<file path="src/rtl/decoder_rr_arbiter.sv">
// decoder_rr_arbiter: eight-way round-robin arbiter that owns the select lines
// of a shared 3-to-8 one-hot decoder. One owner at a time; the owner's index
// drives the decoder and the one-hot grant. A hold limit forces rotation when
// other requesters are waiting, so no requester can monopolise the path.
module decoder_rr_arbiter #(
   parameter  int MAX_HOLD = 16,
   localparam int HW       = $clog2(MAX_HOLD)
) (
   input  logic       sys_clk,
   input  logic       sys_rst_n,
   input  logic [7:0] req,
   output logic [7:0] gnt,
   output logic [2:0] gnt_idx,
   output logic       gnt_vld
);

   localparam logic [0:0] ST_IDLE  = 1'b0;
   localparam logic [0:0] ST_GRANT = 1'b1;

   localparam logic [HW-1:0] HOLD_LAST = HW'(MAX_HOLD - 1);

   logic [0:0]    state;
   logic [2:0]    last_idx;
   logic [HW-1:0] hold_cnt;

   logic [7:0]    cand;
   logic [2:0]    off;
   logic [2:0]    win_idx;
   logic          win_vld;
   logic          at_limit;

   // Search the candidates (owner masked out while granted) starting just past last_idx.
   always_comb begin
      // NOTE: every variable gets a default before any branch, so no latch is inferred.
      cand    = req;
      off     = 3'd0;
      win_idx = last_idx;
      win_vld = 1'b0;
      if (state == ST_GRANT) begin
         cand[gnt_idx] = 1'b0;
      end
      // Offsets 1..8; the 3-bit wrap makes offset 8 land on last_idx itself.
      for (int i = 1; i <= 8; i++) begin
         off = last_idx + 3'(i);
         if (!win_vld && cand[off]) begin
            win_vld = 1'b1;
            win_idx = off;
         end
      end
      at_limit = (hold_cnt == HOLD_LAST);
   end

   // Grant state machine: new grants, handovers, forced rotation and hold counting.
   always_ff @(posedge sys_clk) begin
      // NOTE: state registers use non-blocking assignments so every register samples pre-edge values.
      if (!sys_rst_n) begin
         state    <= ST_IDLE;
         gnt      <= 8'h00;
         gnt_idx  <= 3'd0;
         gnt_vld  <= 1'b0;
         hold_cnt <= '0;
         last_idx <= 3'd7;
      end else begin
         case (state)
            ST_IDLE: begin
               if (win_vld) begin
                  state    <= ST_GRANT;
                  gnt      <= 8'b1 << win_idx;
                  gnt_idx  <= win_idx;
                  gnt_vld  <= 1'b1;
                  hold_cnt <= '0;
                  last_idx <= win_idx;
               end
            end
            default: begin
               if (!req[gnt_idx] || (at_limit && win_vld)) begin
                  // Owner released or hit the limit: hand over directly when someone else waits.
                  if (win_vld) begin
                     gnt      <= 8'b1 << win_idx;
                     gnt_idx  <= win_idx;
                     hold_cnt <= '0;
                     last_idx <= win_idx;
                  end else begin
                     state    <= ST_IDLE;
                     gnt      <= 8'h00;
                     gnt_vld  <= 1'b0;
                     hold_cnt <= '0;
                  end
               end else if (!at_limit) begin
                  hold_cnt <= hold_cnt + HW'(1);
               end
               // At the limit with nobody else waiting, the count simply stays saturated.
            end
         endcase
      end
   end

endmodule

</file>
<file path="config.mk">
export PLATFORM = sky130hd
export DESIGN_NAME = decoder_rr_arbiter
export DESIGN_NICKNAME = d
export VERILOG_FILES = /design/src/rtl/decoder_rr_arbiter.sv
export SDC_FILE = /design/constraint.sdc
export NUM_CORES = 1
export LEC_CHECK = 0
export BUFFER_PORTS_ARGS = -buffer_cell sky130_fd_sc_hd__buf_2
export CAP_MARGIN = 20
export CORE_ASPECT_RATIO = 2
export CORE_MARGIN = 8
export CORE_UTILIZATION = 24
export DETAILED_ROUTE_END_ITERATION = 16
export PLACE_DENSITY = 0.42
export SETUP_SLACK_MARGIN = 0.3
export SYNTH_ARGS = -nofsm -noshare
export SYNTH_HDL_FRONTEND = slang
export SYNTH_SLANG_ARGS = --single-unit
</file>
<file path="constraint.sdc">
create_clock -name sys_clk -period 4.7 [get_ports sys_clk]
set_input_delay 1.41 -clock sys_clk [delete_from_list [all_inputs] [get_ports sys_clk]]
set_output_delay 1.41 -clock sys_clk [all_outputs]
set_load 0.05 [all_outputs]
</file>
Yosys cells after proc, flatten, opt, wreduce, memory -nomap -nowiden
Cells that the tools add are included.

cells by class
  shifts and indexed selects = 1
  reduce and logical (&&, ||, !) cells = 22
  bitwise operators = 2
  mux-type cells = 58
  $add $sub $neg = 8
  magnitude comparators = 10
  equality and inequality tests = 4

operator list
  operator                                               count
  two-way mux 3 bit                                      14
  two-way mux 8 bit                                      5
  < comparator 3 x 4 -> 1 bit, second input constant     9
  binary-select mux 1 bit (select 3 bit)                 9
  two-way mux 1 bit                                      25
  two-way mux 4 bit                                      4
  adder 3 bit, second input constant                     4
  logical AND 1 bit                                      9
  bitwise AND 8 bit                                      1
  logical NOT 1 bit                                      8
  inverter 8 bit                                         1
  << shifter 1 x 3 -> 8 bit, first input constant        1
  adder 3 x 2 -> 3 bit, second input constant            2
  adder 4 x 1 -> 4 bit, second input constant            1
  equality test 4 bit, second input constant             1
  AND reduction 2 bit                                    2
  adder 3 x 1 -> 3 bit, second input constant            1
  demux 1 bit (select 3 bit)                             1
  >= comparator 3 x 1 -> 1 bit, second input constant    1
  inequality test 3 x 2 -> 1 bit, second input constant  1
  AND reduction 3 bit                                    1
  inequality test 2 x 1 -> 1 bit, second input constant  1
  inequality test 2 bit, second input constant           1
  nonzero test 2 bit                                     1
  logical OR 1 bit                                       1

word-level totals
  output and inout port bits = 12
  input bits = 10
  register bits = 20

Logic depth before layout (Yosys ltp)
  word-level depth = 35
  mapped depth = 16
  mapped depth without buffers = 11

Worst setup path before layout
OpenSTA, ideal clock, no wires.

  path kind = input -> register
  start = input req[5]
  end = register last_idx[1]
  cell stages on the path = 11
  arrival = 3.338 ns
  path slack = 1.243 ns
  library setup time = 0.120 ns
  cells stage by stage = mux4_2 > o31ai_1 > and2_1 > or2_4 > nor4b_4 > and2_4 > buf_6 > or2_1 > buf_6 > nor2_2 > a211o_1

on the way
  word-level cells in the longest chain between the ends = 29
  elaborated cells between the ends (all ways) = 57
  those cells by class = eq/ne: 1; mux: 38; bitwise: 1; reduce/logical: 17

ends and longest elaborated chain
  what                                                                 RTL line    text
  start: declaration                                                   11          input logic [7:0] req,
  bitwise AND 8 bit (no line)                                          n/a
  two-way mux 8 bit                                                    39          if (state == ST_GRANT) begin
  binary-select mux 1 bit (select 3 bit)                               45          if (!win_vld && cand[off]) begin
  two-way mux 1 bit (implied by the code)                              45
  two-way mux 1 bit                                                    45
  logical NOT 1 bit                                                    45
  logical AND 1 bit                                                    45
  two-way mux 1 bit                                                    45
  (+13 left out)                                                       n/a
  logical AND 1 bit                                                    45
  two-way mux 1 bit                                                    45
  logical NOT 1 bit                                                    45
  logical AND 1 bit                                                    45
  two-way mux 3 bit or two-way mux 1 bit (tied branches)               45
  two-way mux 3 bit or logical AND 1 bit (tied branches)               66, 78, 76
  two-way mux 3 bit or logical OR 1 bit (tied branches)                76          if (!req[gnt_idx] || (at_limit && win_vld)) begin
  two-way mux 3 bit or inequality test 2 x 1 -> 1 bit (tied branches)  n/a
  end signal: assignment                                               72          last_idx <= win_idx;
  end signal: assignment                                               82          last_idx <= win_idx;
  end: declaration                                                     23          logic [2:0] last_idx;

Several ways; a longest one is shown, not always the timed one. The select of a mux whose other input is x is not followed.
A chain may end at the register's enable or synchronous reset.

Final worst setup path
  start = input req[6]
  end = register gnt[2]

on the way
  word-level cells in the longest chain between the ends = 30
  elaborated cells between the ends (all ways) = 61
  those cells by class = eq/ne: 1; shift: 1; mux: 39; bitwise: 1; reduce/logical: 19

ends and longest elaborated chain
  what                                                                 RTL line    text
  bitwise AND 8 bit (no line)                                          n/a
  two-way mux 8 bit                                                    39
  binary-select mux 1 bit (select 3 bit)                               45
  two-way mux 1 bit (implied by the code)                              45
  two-way mux 1 bit                                                    45
  logical NOT 1 bit                                                    45
  logical AND 1 bit                                                    45
  two-way mux 1 bit                                                    45
  (+14 left out)                                                       n/a
  two-way mux 1 bit                                                    45
  logical NOT 1 bit                                                    45
  logical AND 1 bit                                                    45
  two-way mux 3 bit or two-way mux 1 bit (tied branches)               45
  << shifter 1 x 3 -> 8 bit or logical AND 1 bit (tied branches)       68, 79, 76
  two-way mux 8 bit or logical OR 1 bit (tied branches)                78, 76
  two-way mux 8 bit or inequality test 2 x 1 -> 1 bit (tied branches)  n/a
  two-way mux 8 bit or AND reduction 2 bit (tied branches)             n/a
  end signal: assignment                                               68          gnt <= 8'b1 << win_idx;
  end signal: assignment                                               79          gnt <= 8'b1 << win_idx;
  end: declaration                                                     12          output logic [7:0] gnt,

Several ways; a longest one is shown, not always the timed one. The select of a mux whose other input is x is not followed.

==> summary.md <==
| Metric | Value |
|---|---|
| Chip height | `147.5 um` |
| PortBufs | `21` |
| Die Footprint | `12060 um2` |
| Placement row count | `48` |
| Placed inst area | `approximately 2300 um2` |
| Syn Nets | `248` |
| RSZ-0062 raised after global routing | `false` |
| Worst flop-to-flop path startpoint | `last_idx[1]` |
| Fmax | `0.2697 GHz` |
| Antenna Nets Post-Route | `0` |
| Largest cells by area after synthesis | `dfxtp_1 19%, mux2i_1 6.8%, mux4_2 6.5%` |
| Layout Nets | `between 200 and 300` |
| Post-CTS resize count | `0` |
| Layout cell share with drive strength beyond 1 | `24.60%` |
| Total GRT Usage | `11.41%` |
| Via Count | `1959` |
| Pleak | `0.9456 nW` |
| Share of the synthesized area in the top cell type | `19.30%` |
| Critical path, cell by cell | `buf_2, mux4_2, o31ai_1, nor2_1, o211ai_1, a21oi_1, a211oi_2, xnor2_1, nor2_1, a22o_1` |
| Post-synth EDFFs | `0` |
| Tmin final | `3.707 ns` |
| # fillers | `941` |
| Crit Path Category | `input pin to register` |
| Setup crit start kind | `input pin` |
| Top Family by Delay on Critical Path | `compound AO/OA/AOI/OAI gates` |
| Slew margin rel. | `between 40% and 50%` |
| Non-Filler Instances | `352` |
| Worst skew pair latency | `0.25 ns` |
| Cell mode on critical path | `nor2_1` |
| First-pass GRT wire length | `10.60 mm` |
| Worst-Margin Slew | `0.7612 ns` |
| Die W | `81.74 um` |
| Largest net degree at the start of global routing | `20` |
| Storage cell area | `~400 um2` |
| Number of global-route vias before repair | `just over 2000` |
| Setup bufs post-CTS | `0` |
| Final Core Density | `between 20 and 30%` |
| Cells after synthesis | `235` |
| DP HPWL | `~5.4 mm` |
| Critical path origin | `req[6]` |
| Clock transition at path regs | `0.06 ns` |
| Area grow syn2layout | `13.63%` |
| Routed length per instance | `around 19 um` |
| # DRC | `0` |
| I/O pin total | `22` |
| Crit path buf inv count | `1` |
| CORE AREA | `8528 um2` |
| Dpl ws | `0.7390 ns` |
| Sequential area share after synthesis | `19.30%` |
| Avg Inst Size Synth | `8.828 um2` |
| Final Setup Violations | `0` |
| GP Congestion | `between 0.8 and 0.9` |
| Yosys reg bits | `20` |
| GR Overflow Total | `0` |
| Hold path start | `gnt[6]` |
| First-pass DRT Iterations | `4` |
| Yosys Warn Count | `0` |
| Async set-reset flop share out of synthesis | `0%` |
| CP max FO | `5` |
| TritonCTS clock tree | `done` |
| Number of diodes | `0` |
| Slew Limit Fails | `0` |
| Peak VDD IR | `0.0003954 V` |
| Power density cells | `850.3 nW/um2` |
| Placed cell count | `~350` |
| Design Area, Final | `2357 um2` |
| Final hold slack | `about 0.46 ns` |
| CP Capture Type | `register` |
| Worst path slowest cell | `mux4_2` |
| Initial Util | `24.33%` |
| Final hold vios | `0` |
| Most used DFF post-synth | `dfxtp_1` |
| Clk buf depth | `2` |
| Critical path data required time | `4.85 ns` |
| Cell taking the most area after synthesis | `dfxtp_1` |
| Max_cap viols | `0` |
| H-tree depth | `1` |
| Total CTS buffers | `3` |
| Power Total | `between 2 and 2.5 mW` |
| CTS sink cnt | `20` |
| Hold_buf cts | `0` |
| Final worst path period share | `around four fifths` |
| WP data arrival | `3.85 ns` |
| Clock Skew | `0.003197 ns` |
| Status | `finished clean` |
| Initial antenna violation count | `0` |
| Unique cell type count in the Yosys netlist | `74` |
| Avg Vias per Cell | `5.565` |
| Setup TNS | `0 ns` |
| Post-route setup slack | `0.9925 ns` |
| HP Class | `register to register` |
| Area taken by multi-input logic gates | `1535 um2` |
| Root Buffer | `clkbuf_16` |
| DRT iter0 DRCs | `83` |
| Cell area after synthesis | `2074 um2` |
| CP peak stage delay | `around 0.47 ns` |
| Total wire length | `6.756 mm` |
-- logic make-up after synthesis --
| logic type | synth area share [%] |
|---|---|
| buffers and inverters | 6.695 |
| muxes | 13.27 |
| adders and majority gates | 1.810 |
| AOI/OAI and AO/OA | 28.71 |
| and+or+nand+nor | 25.21 |
| xor gates and xnor gates | 5.006 |
| DFF | 19.30 |
-- cells in the final DEF, fill, tap and decap left out, drive strengths merged, types with 3 or more instances in the layout --
master  count
ha          3
nor2       18
xnor2       6
o21ai       9
dfxtp      20
clkbuf      3
nand3       8
nor3        6
mux4        6
or2         3
a21oi      19
mux2i      14
nor2b       3
nand2b      3
o32ai       4
and2        5
xor2        5
nor4b       3
inv         9
a32o        4
a32oi       3
a211oi      4
buf        28
or3         3
a22o        5
nand4       5
nand2      15
-- routing by layer --
metal  GRT usage (%)  part of all wire, %
met5               0                    0
met1           10.44                   33
met3          0.7908                  2.5
met4           8.850                  7.0
met2           21.53                   57
-- layout make-up --
class / count / area share [%]
inverter: 9 / 1.433
multi-input combinational: 191 / 65.13
tap: 100 / 5.308
clock buffer: 3 / 3.185
sequential: 20 / 16.99
clock inverter: 1 / 1.274
timing repair buffer: 28 / 6.688
-- state kept, by name, indices dropped and copies added, names as in the netlist --
| register | flops |
|---|---|
| gnt | 8 |
| gnt_idx | 3 |
| gnt_vld | 1 |
| hold_cnt | 4 |
| last_idx | 3 |
| state | 1 |
-- synthesized netlist by cell type (2+ instances only) --
library cell,instances
and2_1,4
a21oi_2,2
and4bb_1,2
or2_1,2
a2bb2oi_1,2
nand3_1,8
inv_1,8
nand4bb_1,2
dfxtp_1,20
nand2_1,14
a32o_1,4
o21a_1,2
xor2_1,4
mux4_2,6
a21o_1,2
a41oi_1,2
buf_6,3
buf_2,6
mux2i_1,14
xnor2_1,6
nor2b_1,3
a22o_1,5
nor3_1,5
or3_1,3
ha_1,3
o31ai_1,2
buf_4,5
o32ai_2,2
nand2b_1,3
a32oi_1,3
o32ai_1,2
a21oi_1,16
o21ai_0,7
a211oi_2,2
nand4_1,5
nor2_1,17
a211oi_1,2
-- path summary, 6_finish.rpt --
path / endpoint / slack, ns / cells after the start
max: gnt[2] / 0.99 / 10
min: gnt[6] / 0.46 / 1
max reg2reg: gnt[2] / 1.05 / 11
min reg2reg: gnt[6] / 0.46 / 1
-- power by group --
group,internal (mW),switching [mW]
clock,0.169,0.0647
combinational,0.587,0.915
sequential,0.207,0.0608
total,0.964,1.04
(Power assumes the default switching activity.)
